File: src/rtl/gpio_bank_bus.sv
// Memory-mapped GPIO bank on the native CPU bus: per-channel OUT/IN/EDGE/IRQ_EN registers.
// Define GPIO_DEBOUNCE_EN to build the prescaled two-sample input debounce filter.
module gpio_bank_bus #(
    parameter int          NUM_CH          = 2,
    parameter int          WIDTH           = 8,
    parameter logic [31:0] BASE_ADDR       = 32'h0300_0000,
    parameter int          DEBOUNCE_CYCLES = 24000
) (
    input  logic                    clk,
    input  logic                    resetn,
    input  logic                    mem_valid,
    input  logic [31:0]             mem_addr,
    input  logic [31:0]             mem_wdata,
    input  logic [3:0]              mem_wstrb,
    output logic                    sel,
    output logic                    mem_ready,
    output logic [31:0]             mem_rdata,
    input  logic [NUM_CH*WIDTH-1:0] pin_in,
    output logic [NUM_CH*WIDTH-1:0] pin_out,
    output logic                    irq
);

    localparam int          NBITS  = NUM_CH * WIDTH;
    localparam logic [31:0] WINDOW = 32'(NUM_CH * 16);

    if (NUM_CH < 1 || NUM_CH > 16 || WIDTH < 1 || WIDTH > 32 || DEBOUNCE_CYCLES < 2) begin : g_bad_params
        $error("gpio_bank_bus: parameter out of range");
    end

    typedef enum logic {IDLE, ACK} state_t;

    state_t                         state_q, state_d;
    logic [31:0]                    offset;
    logic [3:0]                     ch_idx;
    logic [1:0]                     reg_idx;
    logic                           access, wr_en;
    logic [WIDTH-1:0]               wr_mask, wr_data;
    logic [31:0]                    rd_mux, rdata_q;
    logic [NUM_CH-1:0][WIDTH-1:0]   out_q, edge_q, edge_d, irq_en_q, filt_ch, fall_ch;
    logic [NBITS-1:0]               sync1_q, sync_q, filt, filt_prev_q;
    logic                           irq_q;
    logic                           unused_wdata;

    assign offset       = mem_addr - BASE_ADDR;
    assign sel          = mem_valid && (mem_addr >= BASE_ADDR) && (offset < WINDOW);
    assign ch_idx       = offset[7:4];
    assign reg_idx      = offset[3:2];
    assign wr_data      = mem_wdata[WIDTH-1:0];
    assign unused_wdata = ^mem_wdata;

    always_comb begin
        for (int b = 0; b < WIDTH; b++) wr_mask[b] = mem_wstrb[b / 8];
    end

    // ---- bus FSM: state register / next state / outputs
    always_ff @(posedge clk) begin
        if (!resetn) state_q <= IDLE;
        else         state_q <= state_d;
    end

    always_comb begin
        // NOTE: every comb output gets a default first so no path can infer a latch.
        state_d = state_q;
        case (state_q)
            IDLE:    if (sel) state_d = ACK;
            ACK:     state_d = IDLE;
            default: state_d = IDLE;
        endcase
    end

    always_comb begin
        mem_ready = (state_q == ACK);
        access    = (state_q == IDLE) && sel;
        wr_en     = access && (mem_wstrb != 4'b0000);
    end

    // ---- input synchroniser and optional debounce
    always_ff @(posedge clk) begin
        // NOTE: sequential state uses non-blocking assignment so every flop samples pre-edge values.
        if (!resetn) begin
            sync1_q     <= '1;
            sync_q      <= '1;
            filt_prev_q <= '1;
        end else begin
            sync1_q     <= pin_in;
            sync_q      <= sync1_q;
            filt_prev_q <= filt;
        end
    end

`ifdef GPIO_DEBOUNCE_EN
    localparam int CW = (DEBOUNCE_CYCLES > 2) ? $clog2(DEBOUNCE_CYCLES) : 1;

    logic [CW-1:0]    presc_q;
    logic             tick;
    logic [NBITS-1:0] samp_q, filt_q, agree;

    assign tick  = (presc_q == CW'(DEBOUNCE_CYCLES - 1));
    assign agree = ~(sync_q ^ samp_q);

    // A bit only moves once the same level has been seen at two consecutive ticks.
    always_ff @(posedge clk) begin
        if (!resetn) begin
            presc_q <= '0;
            samp_q  <= '1;
            filt_q  <= '1;
        end else begin
            presc_q <= tick ? '0 : presc_q + 1'b1;
            if (tick) begin
                filt_q <= (agree & sync_q) | (~agree & filt_q);
                samp_q <= sync_q;
            end
        end
    end

    assign filt = filt_q;
`else
    assign filt = sync_q;
`endif

    assign filt_ch = filt;
    assign fall_ch = filt_prev_q & ~filt;

    // Edge set wins over a simultaneous write-1-to-clear.
    always_comb begin
        for (int c = 0; c < NUM_CH; c++) begin
            if (wr_en && ch_idx == 4'(c) && reg_idx == 2'd2)
                edge_d[c] = (edge_q[c] & ~(wr_data & wr_mask)) | fall_ch[c];
            else
                edge_d[c] = edge_q[c] | fall_ch[c];
        end
    end

    always_comb begin
        rd_mux = '0;
        for (int c = 0; c < NUM_CH; c++) begin
            if (ch_idx == 4'(c)) begin
                case (reg_idx)
                    2'd0:    rd_mux[WIDTH-1:0] = out_q[c];
                    2'd1:    rd_mux[WIDTH-1:0] = filt_ch[c];
                    2'd2:    rd_mux[WIDTH-1:0] = edge_q[c];
                    default: rd_mux[WIDTH-1:0] = irq_en_q[c];
                endcase
            end
        end
    end

    // ---- register file
    always_ff @(posedge clk) begin
        // NOTE: the register arrays are few flops, not RAM, so they take an explicit reset value.
        if (!resetn) begin
            out_q    <= '0;
            edge_q   <= '0;
            irq_en_q <= '0;
            irq_q    <= 1'b0;
            rdata_q  <= '0;
        end else begin
            if (access) rdata_q <= rd_mux;
            for (int c = 0; c < NUM_CH; c++) begin
                if (wr_en && ch_idx == 4'(c)) begin
                    if (reg_idx == 2'd0) out_q[c]    <= (out_q[c] & ~wr_mask) | (wr_data & wr_mask);
                    if (reg_idx == 2'd3) irq_en_q[c] <= (irq_en_q[c] & ~wr_mask) | (wr_data & wr_mask);
                end
            end
            edge_q <= edge_d;
            irq_q  <= |(edge_q & irq_en_q);
        end
    end

    assign mem_rdata = rdata_q;
    assign pin_out   = out_q;
    assign irq       = irq_q;

endmodule
File: config.mk
export PLATFORM = sky130hd
export DESIGN_NAME = gpio_bank_bus
export DESIGN_NICKNAME = d
export VERILOG_FILES = /design/src/rtl/gpio_bank_bus.sv
export SDC_FILE = /design/constraint.sdc
export NUM_CORES = 1
export LEC_CHECK = 0
export CORE_ASPECT_RATIO = 0.9
export CORE_MARGIN = 4
export CORE_UTILIZATION = 44
export CTS_BUF_LIST = sky130_fd_sc_hd__clkbuf_8
export CTS_CLUSTER_SIZE = 16
export DETAILED_ROUTE_END_ITERATION = 8
export PLACE_DENSITY = 0.89
export RECOVER_POWER = 25
export SLEW_MARGIN = 20
export SYNTH_ARGS = -nofsm -noshare
export SYNTH_HDL_FRONTEND = slang
export SYNTH_SLANG_ARGS = --single-unit
export TNS_END_PERCENT = 5
File: constraint.sdc
create_clock -name clk -period 1.5 [get_ports clk]
set_input_delay 0.15 -clock clk [delete_from_list [all_inputs] [get_ports clk]]
set_output_delay 0.15 -clock clk [all_outputs]
set_load 0.005 [all_outputs]
==> flow_metrics.tcl <==
set metrics [dict create \
    status "completed" \
    whs_endpoint "filt[4]$_SDFF_PN1_" \
    final_max_slew_viol_count 0 \
    avgSynthCellArea_um2 10.8 \
    setup_tns_ns 0 \
    ant_nets 0 \
    critPathSlowestCell "clkdlybuf4s50_1" \
    cts_tree "done" \
    grt_setup_unrepaired "yes" \
    hp-class "in2reg" \
    root_buffer "clkbuf_8" \
    wl_per_cell_um 16.4 \
    critPathTopFamily "buffers and inverters" \
    worst-path-buf-inv 1 \
    netlist_instances 418 \
    r2r-start "mem_ready$_SDFF_PP0_" \
    ys_ff_latch 106 \
    place_inst 636 \
    post-place-ws_ns -0.549 \
    final_area_um2 5890 \
    wirelength_mm 10.7 \
    cts_hold_buf 0 \
    drive_gt1_frac 0.180 \
    numCtsBuffers 9 \
    post-route-period-util 0.978 \
    yosysUniqueCellTypes 34 \
    dieArea_um2 11900 \
    hold_slack_ns 0.261 \
    grt_pass1_vias 3377 \
    power.leakage_nw 2.25 \
    critPathCaptureType "output pin" \
    grt-ovfl-total 0 \
    vias 3421 \
    worst_clock_skew_ns 0.00917 \
    placed_area_um2 5660 \
    worstHoldStart "resetn" \
    worstMarginPinSlew_ns 0.697 \
    ys_seq_area_frac 0.470 \
    slowest_delay_ns 0.53 \
    drt_iter0_drc 269 \
    cts_sinks 106 \
    hpwl_mm 8.01 \
    gp_congestion 0.896 \
    crit_fanout 3 \
    layout_setup_ws_ns 0.0323 \
    synth_area_um2 4510 \
    max_freq_mhz 681 \
    nets 611 \
    holdPathStages 2 \
    final_core_util 0.600 \
    port_buffers 84 \
    io_pins 138 \
    yosysWarnings 0 \
    dr.pass1.iters 5 \
    grt_pass1_wl_mm 17.0 \
    core_area_um2 9830 \
    ctsHtreeMaxLevel 3 \
    worstPathCellList "clkdlybuf4s50_1" \
    relSlewSlack 0.536 \
    clk_pin_slew_ns 0.10 \
    drc 0 \
    drv_cap 0 \
    timing_hold_violations_final 0 \
    fin_crit_ns 1.47 \
    groute.usage.overall 0.178 \
    setup-violations-final 0 \
    fin_total_pwr_mw 5.07 \
    cp_data_arrival_time_ns 1.32 \
    dieHeight_um 104 \
    clk_latency_ns 0.37 \
    regToRegSetupSlack_ns 0.05 \
    r2r_cells 5 \
    required_ns 1.35 \
    path_class "reg2out" \
    initial_utilization 0.459 \
    grt_max_degree 57 \
    cts_buffer_depth 2 \
    antenna_cells 0 \
    cellPowerDensity_nw_per_um2 860 \
    layout.cells.non_filler 655 \
    vias_per_cell 5.22 \
    antenna_found_initial 0 \
    syn2layout_area_growth_pct 30.7 \
    startpoint_type "flip-flop" \
    ir_worst_vdd_v 0.000718 \
    rows 34 \
    fp.dieW_um 115 \
]
==> how the worst max path moves through the flow <==
stage,startpoint,endpoint,slack [ns],cells after the start
4_1_cts,mem_addr[21],flip-flop,0.0007,8
3_3_place_gp,mem_addr[3],mem_rdata[5]$_SDFFE_PN0N_,-0.46,5
5_1_grt,mem_ready$_SDFF_PP0_,flip-flop,-0.01,5
6_report,flip-flop,pin_out[1],0.03,1
3_5_place_dp,mem_addr[11],flip-flop,-0.55,7
2_1_floorplan,mem_addr[9],flip-flop,-0.007,4
==> area by class of cell <==
type	count	area [µm²]
Clock inverter	7	62.6
Multi-Input combinational cell	291	2280
Timing Repair Buffer	115	1140
Sequential cell	106	2130
Clock buffer	9	124
Inverter	1	3.75
Fill cell	826	3930
Tap cell	126	158
==> cells in the final DEF, fill, tap and decap left out, types with 2 or more instances in the layout <==
cell and instances:
clkbuf_8 9, dfxtp_1 103, o21ai_0 16, buf_12 7
buf_4 21, a221oi_1 3, nand2_1 43, mux4_2 16
nand2b_1 48, dlygate4sd2_1 25, a211oi_1 8, a22oi_1 10
nor3_4 5, inv_6 4, nand2_2 3, nand4_4 2
buf_6 3, a22o_1 3, conb_1 24, dlygate4sd3_1 4
nor2b_1 32, mux2i_2 3, a21oi_1 24, nor4_4 5
dfxtp_2 3, mux2i_1 29, dlymetal6s2s_1 3, nor4b_4 3
clkdlybuf4s50_1 49
==> metal layers <==
layer,up-vias,GRT usage,wire (µm)
met5,-,0,0
met4,0,0.0386,81
met3,8,0.0558,1060
met1,1633,0.238,4580
met2,148,0.284,5030
li1,1632,-,-
==> cells by family after synthesis <==
family,count (synthesis),synth area share
other,1,0.000831
AND/OR/NAND/NOR,154,0.232
AO/OA/AOI/OAI,65,0.0874
flip-flops,106,0.470
buffers and inverters,44,0.0582
multiplexers,48,0.151
==> worst register-to-register path: stages, from the launching register on <==
cell,delay [ns]
dfxtp_2,0.36
and4b_2,0.32
nand2_2,0.08
nor3_4,0.21
buf_12,0.18
mux2i_2,0.23
==> power breakdown <==
group / internal, mW / leakage [nW] / total, mW / switching [mW]
clock: 0.636 / 0.0952 / 1.65 / 1.02
sequential: 2.89 / 0.867 / 2.93 / 0.0388
combinational: 0.263 / 1.29 / 0.487 / 0.223
total: 3.79 / 2.25 / 5.07 / 1.28
==> cells in the mapped netlist <==
master	number	area [µm²]
buf_4	24	180
buf_1	1	3.75
nor4b_4	2	47.6
or3b_2	1	8.76
nand4_4	2	42.5
a22o_1	3	26.3
nor4_4	5	106
a211oi_1	8	60.1
clkinv_1	1	3.75
a22oi_1	10	75.1
nor3_4	4	65.1
dfxtp_1	106	2120
mux2i_1	32	320
nor3_2	2	20.0
nor4_1	2	12.5
nand2b_1	48	300
and3_1	1	6.26
nor4b_1	2	17.5
nor2_1	2	7.51
a221oi_1	3	26.3
and4_1	2	17.5
clkbuf_1	12	45.0
clkbuf_2	1	5.00
a31oi_1	1	6.26
conb_1	1	3.75
o21ai_0	16	80.1
nor2b_1	32	200
mux4_2	16	360
nor3_1	1	5.00
and4b_1	1	10.0
buf_2	5	25.0
nor3b_1	1	7.51
a21oi_1	24	120
nand2_1	46	173
==> repair_timing <==
action / in CTS / in global routing
setup endpoints to repair: 58 / 55
buffers inserted: 4 / 1
resized for setup: 37 / 18
pin swaps: 17 / 8
Note: power is estimated with default switching activity, not from simulation.
